### config.mk
export PLATFORM = sky130hd
export DESIGN_NAME = brcomp
export DESIGN_NICKNAME = d
export VERILOG_FILES = /design/src/rtl/brcomp.sv
export SDC_FILE = /design/constraint.sdc
export NUM_CORES = 1
export LEC_CHECK = 0
export ABC_AREA = 0
export CORE_MARGIN = 2
export CORE_UTILIZATION = 36
export CTS_CLUSTER_SIZE = 20
export DETAILED_ROUTE_END_ITERATION = 12
export PLACE_DENSITY = 0.9
export SLEW_MARGIN = 20
export SYNTH_ARGS = -nofsm -noshare
export SYNTH_HDL_FRONTEND = slang
export SYNTH_SLANG_ARGS = --single-unit
### constraint.sdc
create_clock -name clk_i -period 4 [get_ports clk_i]
set_clock_uncertainty 0.2 [all_clocks]
set_input_delay 0.6 -clock clk_i [delete_from_list [all_inputs] [get_ports clk_i]]
set_output_delay 0.6 -clock clk_i [all_outputs]
set_load 0.01 [all_outputs]
### src/rtl/brcomp.sv
// brcomp: RV32I branch comparator for the execute stage.
//
// Produces same-cycle "less than" and "equal" flags for two register operands, plus a copy of
// each flag registered one cycle later for downstream pipeline/hazard logic.
//
// Ports:
//   clk_i          clock; registered flags update on the rising edge
//   rst_ni         asynchronous active-low reset, clears the registered flags
//   rs1_data_i     first operand (rs1)
//   rs2_data_i     second operand (rs2)
//   br_unsigned_i  1 = unsigned compare (BLTU/BGEU), 0 = signed compare
//   br_less_o      combinational: rs1 < rs2 under the selected signedness
//   br_equal_o     combinational: rs1 == rs2, bit-exact
//   br_less_r_o    br_less_o registered one cycle
//   br_equal_r_o   br_equal_o registered one cycle
//
// Optional feature (macro BRCOMP_GE_EN):
//   br_ge_o        combinational: rs1 >= rs2 (inverse of br_less_o)
//   br_ge_r_o      br_ge_o registered one cycle
module brcomp #(
  parameter int unsigned XLEN = 32
) (
  input  logic            clk_i,
  input  logic            rst_ni,
  input  logic [XLEN-1:0] rs1_data_i,
  input  logic [XLEN-1:0] rs2_data_i,
  input  logic            br_unsigned_i,
  output logic            br_less_o,
  output logic            br_equal_o,
  output logic            br_less_r_o,
  output logic            br_equal_r_o
`ifdef BRCOMP_GE_EN
  ,
  output logic            br_ge_o,
  output logic            br_ge_r_o
`endif
);

  logic [XLEN:0] rs1_ext;
  logic [XLEN:0] rs2_ext;
  logic [XLEN:0] diff;

  logic less_q;
  logic equal_q;

  // One extra bit is enough to hold the true sign of the difference in both modes: it is a
  // zero-extension for unsigned and a sign-extension for signed operands.
  always_comb begin
    rs1_ext    = {(~br_unsigned_i) & rs1_data_i[XLEN-1], rs1_data_i};
    rs2_ext    = {(~br_unsigned_i) & rs2_data_i[XLEN-1], rs2_data_i};
    diff       = rs1_ext - rs2_ext;
    br_less_o  = diff[XLEN];
    br_equal_o = (rs1_data_i == rs2_data_i);
  end

  always_ff @(posedge clk_i or negedge rst_ni) begin
    if (!rst_ni) begin
      less_q  <= 1'b0;
      equal_q <= 1'b0;
    end else begin
      less_q  <= br_less_o;
      equal_q <= br_equal_o;
    end
  end

  assign br_less_r_o  = less_q;
  assign br_equal_r_o = equal_q;

`ifdef BRCOMP_GE_EN
  logic ge_q;

  assign br_ge_o = ~br_less_o;

  // Kept as its own flop rather than ~less_q so that it reads 0 during reset.
  always_ff @(posedge clk_i or negedge rst_ni) begin
    if (!rst_ni) begin
      ge_q <= 1'b0;
    end else begin
      ge_q <= br_ge_o;
    end
  end

  assign br_ge_r_o = ge_q;
`endif

endmodule

==> results of run 1 <==
## registers in the layout, indices dropped and copies added, names as in the netlist
register	count
br_less_r_o	1
br_equal_r_o	1
## cell families after synthesis
group,Yosys count,share of synthesized area
compound gates,26,0.196
flops,2,0.0549
fa+ha+maj,32,0.439
buf+inv,33,0.136
xor+xnor,1,0.00960
simple gates,28,0.165
## cells in the final DEF, fill, tap and decap left out, types with 2 or more instances in the layout
| cell | instances |
|---|---|
| clkbuf_4 | 3 |
| a21oi_1 | 11 |
| o21ai_0 | 3 |
| and4_1 | 2 |
| nor2_1 | 2 |
| a221oi_1 | 2 |
| nand3_1 | 4 |
| inv_1 | 33 |
| o211ai_1 | 2 |
| dfrtp_1 | 2 |
| nand4_1 | 5 |
| nor3_1 | 2 |
| ha_1 | 32 |
| nand2_1 | 8 |
| clkdlybuf4s50_1 | 69 |
## stage by stage
stage | area [µm²] | hold WS, ns | worst slack [ns]
final | 1680 | 0.346 | 0.368
after global routing | 1680 | 0.364 | 0.254
after CTS | 1670 | 0.351 | 0.0594
after detailed placement | 1650 | 0.585 | 0.0709
after global placement | 1650 | 0.577 | 0.161
after floorplan | 912 | 0.104 | 1.17
## worst min-delay path by stage
stage                     startpoint            to  slack (ns)  cells after the start
after detailed placement      rst_ni  br_equal_r_o        0.58                      1
after floorplan               rst_ni  br_equal_r_o        0.10                      0
after global placement        rst_ni   br_less_r_o        0.58                      1
after CTS                     rst_ni  br_equal_r_o        0.35                      1
final                         rst_ni  br_equal_r_o        0.35                      1
after global routing          rst_ni  br_equal_r_o        0.36                      1
## power by group
part / internal [W] / switching [W]
clock: 0.0000332 / 0.0000126
sequential: 0.0000220 / 0.000000387
combinational: 0.0000953 / 0.0000540
## worst max-delay path: cells and delay by family
kind	cells	cell delay, ns
adders and majority gates	1	0.33
buffers and inverters	3	1.05
and+or+nand+nor	3	0.84
## cell usage after synthesis (all sizes together)
| cell | n |
|---|---|
| nor2 | 2 |
| a21o | 1 |
| ha | 32 |
| a21boi | 1 |
| nand2 | 8 |
| nor2b | 1 |
| and4 | 2 |
| a221o | 1 |
| or3 | 1 |
| o211ai | 3 |
| o31ai | 1 |
| and3b | 1 |
| o22a | 1 |
| a21oi | 12 |
| xnor2 | 1 |
| nand4 | 5 |
| inv | 33 |
| nand3 | 4 |
| nor4 | 1 |
| a221oi | 2 |
| o311a | 1 |
| o21ai | 3 |
| dfrtp | 2 |
| nor3 | 2 |
| or2 | 1 |
## metal layers
metal | share of wire | vias up | GRT usage
li1 | - | 577 | -
met1 | 0.36 | 485 | 0.161
met2 | 0.54 | 45 | 0.392
met3 | 0.083 | 4 | 0.0164
met4 | 0.014 | 0 | 0.0750
met5 | 0 | - | 0
## layout make-up
cell class              count  share of cell area
multi-input cells          87               0.441
repair buffers             70               0.420
inverters                  33              0.0739
flip-flops and latches      2              0.0299
well taps                  30              0.0224
clock buffers               3              0.0134
==> results.sh, run 1 <==
export IMPL_antenna_found_initial=0
export IMPL_start_util=0.375
export IMPL_dr_pass1_iters=4
export IMPL_drc=0
export IMPL_yosys_top_cells_area="ha_1 44%, inv_1 14%, a21oi_1 6.0%"
export IMPL_cts_setup_buffers=0
export IMPL_ant_nets=0
export IMPL_fmax_mhz=275
export IMPL_grt_overflow_total=0
export IMPL_rows=18
export IMPL_fin_tns_setup_ns=0
export IMPL_fill_cells=214
export IMPL_start_kind="primary input"
export IMPL_grt_max_degree=5
export IMPL_dp_cells=222
export IMPL_crit_chain="clkdlybuf4s50_1, inv_1, ha_1, nand4_1, nor4_1, and4_1, clkdlybuf4s50_1"
export IMPL_path_common_cell="clkdlybuf4s50_1"
export IMPL_hold_buffers=0
export IMPL_syn_inst=122
export IMPL_crit_type="in2out"
export IMPL_drt_iter0_markers=7
export IMPL_finalHoldViolCount=0
export IMPL_dp_hpwl_um=2390
export IMPL_worstMarginPinSlew_ns=0.353
export IMPL_core_mm2=0.00243
export IMPL_status="finished, final reports clean"
export IMPL_multiInputGateArea_um2=738
export IMPL_crit_path_end="br_equal_o"
export IMPL_antenna_cells=0
export IMPL_drive_above_1_share=0.0359
export IMPL_synth_distinct_cells=27
export IMPL_via_per_inst=4.94
export IMPL_synth_area_per_cell_um2=7.48
export IMPL_worstSetupEndpointType="primary output"
export IMPL_first_global_vias=1042
export IMPL_rsz0062_at_grt="no"
export IMPL_die_h_um=54.3
export IMPL_final_cells=225
export IMPL_critPathLaunch="rs2_data_i[14]"
export IMPL_grt_pass1_wl_um=3880
export IMPL_vias=1111
export IMPL_root_buffer="clkbuf_4"
export IMPL_yosysSeqAreaShare=0.0549
export IMPL_powerDensity_mw_per_mm2=130
export IMPL_clock_sinks=2
export IMPL_drt_total_wl_um=2560
export IMPL_cellLeakagePower_nw=0.864
export IMPL_synth_top_cell_area_share=0.439
export IMPL_ctsResizeCount=0
export IMPL_tritoncts="built"
export IMPL_cp_max_fo=3
export IMPL_regArea_um2=50.0
export IMPL_ios=71
export IMPL_cts_buffer_depth=2
export IMPL_yosysWarnings=0
export IMPL_die_area_mm2=0.00295
export IMPL_grt_util_all_layers=0.180
export IMPL_layout_nets=296
export IMPL_p_total_w=0.000218
export IMPL_vdd_drop_max_v=0.0000728
export IMPL_area_delta_synth_final_pct=83.7
export IMPL_worstPathRequired_ns=3.20
export IMPL_path_clk_slew_ns=0.03
export IMPL_slew_viol_final=0
export IMPL_utilization=0.689
export IMPL_post_route_period_util=0.908
export IMPL_synth_area_um2=912
export IMPL_cts_buffers=3
export IMPL_ctsHtreeMaxLevel=1
export IMPL_cpPeakStageDelay_ns=0.56
export IMPL_wl_per_cell_um=11.4
export IMPL_fin_crit_ns=3.63
export IMPL_cp_slowest_cell="clkdlybuf4s50_1"
export IMPL_maxSlewHeadroom=0.762
export IMPL_worstPathArrival_ns=2.83
export IMPL_place_gp_congestion=0.744
export IMPL_cap_violations=0
export IMPL_synth_top_cell_by_area="ha_1"
export IMPL_die_w_um=54.3
export IMPL_hp_class="in2async"
export IMPL_port_buffers=70
export IMPL_setup_viol=0
export IMPL_ys_ff_latch=2
export IMPL_syn_nets=221
No activity file was read; power rests on OpenSTA's default activity.
==> run 2, diff against run 1 <==
- CORE_ASPECT_RATIO: not set -> 1.5
- HOLD_SLACK_MARGIN: not set -> 0.1
==> run 2 against run 1 <==
Net effect:
- fmax decreased by 6.8%
- via count unchanged
- worst setup slack got worse by 0.27 ns
==> results.sh, run 2 (same netlist as run 1, synthesis figures left out) <==
export IMPL_status="finished, final reports clean"
export IMPL_comb_power_share=0.683
export IMPL_dp_hpwl_um=2380
export IMPL_clkPwrFrac=0.214
export IMPL_core_mm2=0.00242
export IMPL_dr_pass1_iters=4
export IMPL_finalHoldViolCount=0
export IMPL_via_per_inst=5.07
export IMPL_ctsHtreeMaxLevel=1
export IMPL_worstPathRequired_ns=3.20
export IMPL_ios=71
export IMPL_rsz0062_at_grt="no"
export IMPL_area_delta_synth_final_pct=83.1
export IMPL_post_route_period_util=0.974
export IMPL_hp_class="in2async"
export IMPL_tritoncts="built"
export IMPL_worstMarginPinSlew_ns=0.402
export IMPL_wl_per_cell_um=11.9
export IMPL_place_gp_congestion=0.750
export IMPL_cpPeakStageDelay_ns=0.56
export IMPL_grt_overflow_total=0
export IMPL_power_frac_seq=0.102
export IMPL_cts_buffer_depth=2
export IMPL_rows=22
export IMPL_start_kind="primary input"
export IMPL_crit_type="in2out"
export IMPL_ant_nets=0
export IMPL_path_buf_inv=3
export IMPL_vdd_drop_max_v=0.000124
export IMPL_cellLeakagePower_nw=0.855
export IMPL_worstPathArrival_ns=3.10
export IMPL_grt_max_degree=5
export IMPL_grt_util_all_layers=0.199
export IMPL_worstSetupEndpointType="primary output"
export IMPL_root_buffer="clkbuf_4"
export IMPL_start_util=0.377
export IMPL_slew_viol_final=0
export IMPL_p_sw_frac=0.312
export IMPL_maxSlewHeadroom=0.729
export IMPL_crit_chain="clkdlybuf4s50_1, inv_1, ha_1, a21oi_1, o21ai_0, a221o_1, o311a_1, o211ai_2, clkdlybuf4s50_1"
export IMPL_cp_top_family="compound AO/OA/AOI/OAI gates"
export IMPL_drc=0
export IMPL_fin_tns_setup_ns=0
export IMPL_die_area_mm2=0.00296
export IMPL_cp_slowest_cell="clkdlybuf4s50_1"
export IMPL_fill_cells=199
export IMPL_setup_viol=0
export IMPL_antenna_cells=0
export IMPL_drt_total_wl_um=2610
export IMPL_crit_cells=9
export IMPL_p_int_w=0.000151
export IMPL_antenna_found_initial=0
export IMPL_drive_above_1_share=0.0410
export IMPL_vias=1111
export IMPL_fin_crit_ns=3.90
export IMPL_final_common_cell="clkdlybuf4s50_1"
export IMPL_layout_common_cells="70 x clkdlybuf4s50_1, 33 x inv_1, 32 x ha_1"
export IMPL_cts_buffers=3
export IMPL_fmax_mhz=257
export IMPL_grt_pass1_wl_um=4570
export IMPL_p_sw_w=0.0000683
export IMPL_die_h_um=65.6
export IMPL_clock_sinks=2
export IMPL_cts_setup_buffers=0
export IMPL_first_global_vias=1229
export IMPL_drt_iter0_markers=6
export IMPL_layout_nets=296
export IMPL_utilization=0.690
export IMPL_die_w_um=45.1
export IMPL_cp_max_fo=2
export IMPL_path_common_cell="clkdlybuf4s50_1"
export IMPL_path_clk_slew_ns=0.03
export IMPL_powerDensity_mw_per_mm2=131
export IMPL_port_buffers=70
export IMPL_cap_violations=0
[run 2: cell types whose count changed in the layout (fill, tap and decap cells not counted)]
cell             previous run  this run
clkdlybuf4s50_1            69        70
dlymetal6s2s_1              1         0
nor3_1                      2         1
nor3_2                      0         1
[run 2: worst paths after layout]
kind	start	endpoint	slack, ns
worst max-delay path	rs2_data_i[5]	br_less_o	0.10
worst min-delay path	rst_ni	br_less_r_o	0.33
min in group clk_i	br_unsigned_i	br_less_r_o	1.02
max in group asynchronous	rst_ni	br_equal_r_o	3.15
[run 2: metrics by stage]
stage	setup WS [ns]	cells	hold WS, ns	cell area, µm²	power (W)
after floorplan	1.17	122	0.104	912	0.0000851
after global placement	0.166	216	0.581	1640	0.000166
after detailed placement	0.0993	216	0.571	1640	0.000173
after CTS	0.0944	219	0.331	1670	0.000222
after global routing	0.0209	219	0.344	1670	0.000243
final	0.103	219	0.330	1670	0.000219
[run 2: power groups by stage]
stage / Sequential, W / Clock (W) / Combinational, W
floorplan: 0.0000235 / 0 / 0.0000616
global placement: 0.0000227 / 0 / 0.000143
detailed placement: 0.0000228 / 0 / 0.000150
CTS: 0.0000225 / 0.0000479 / 0.000151
global route: 0.0000227 / 0.0000504 / 0.000170
finish: 0.0000225 / 0.0000469 / 0.000150
[run 2: area by class of cell]
| cell class | instances | area (µm²) | area share |
|---|---|---|---|
| flip-flops and latches | 2 | 50.0 | 0.0300 |
| clock buffers | 3 | 22.5 | 0.0135 |
| well taps | 24 | 30.0 | 0.0180 |
| inverters | 33 | 124 | 0.0742 |
| repair buffers | 70 | 701 | 0.419 |
| multi-input cells | 87 | 743 | 0.445 |
[run 2: timing repair]
action	4_1_cts	5_1_grt
hold endpoints to repair	0	0
hold buffers	0	0
gates resized for setup	0	1
setup endpoints to repair	0	1
[run 2: per-layer routing]
layer	wire length, µm	track usage	up-vias
met5	0	0	-
met4	44	0.0515	0
met3	204	0.0412	6
met2	1460	0.398	44
met1	898	0.191	480
li1	-	-	581
==> run 3, diff against run 2 <==
- SLEW_MARGIN: 20 -> 15
==> results of run 3 <==
Same layout as run 2: the final DEF is identical, and so are final timing and power.
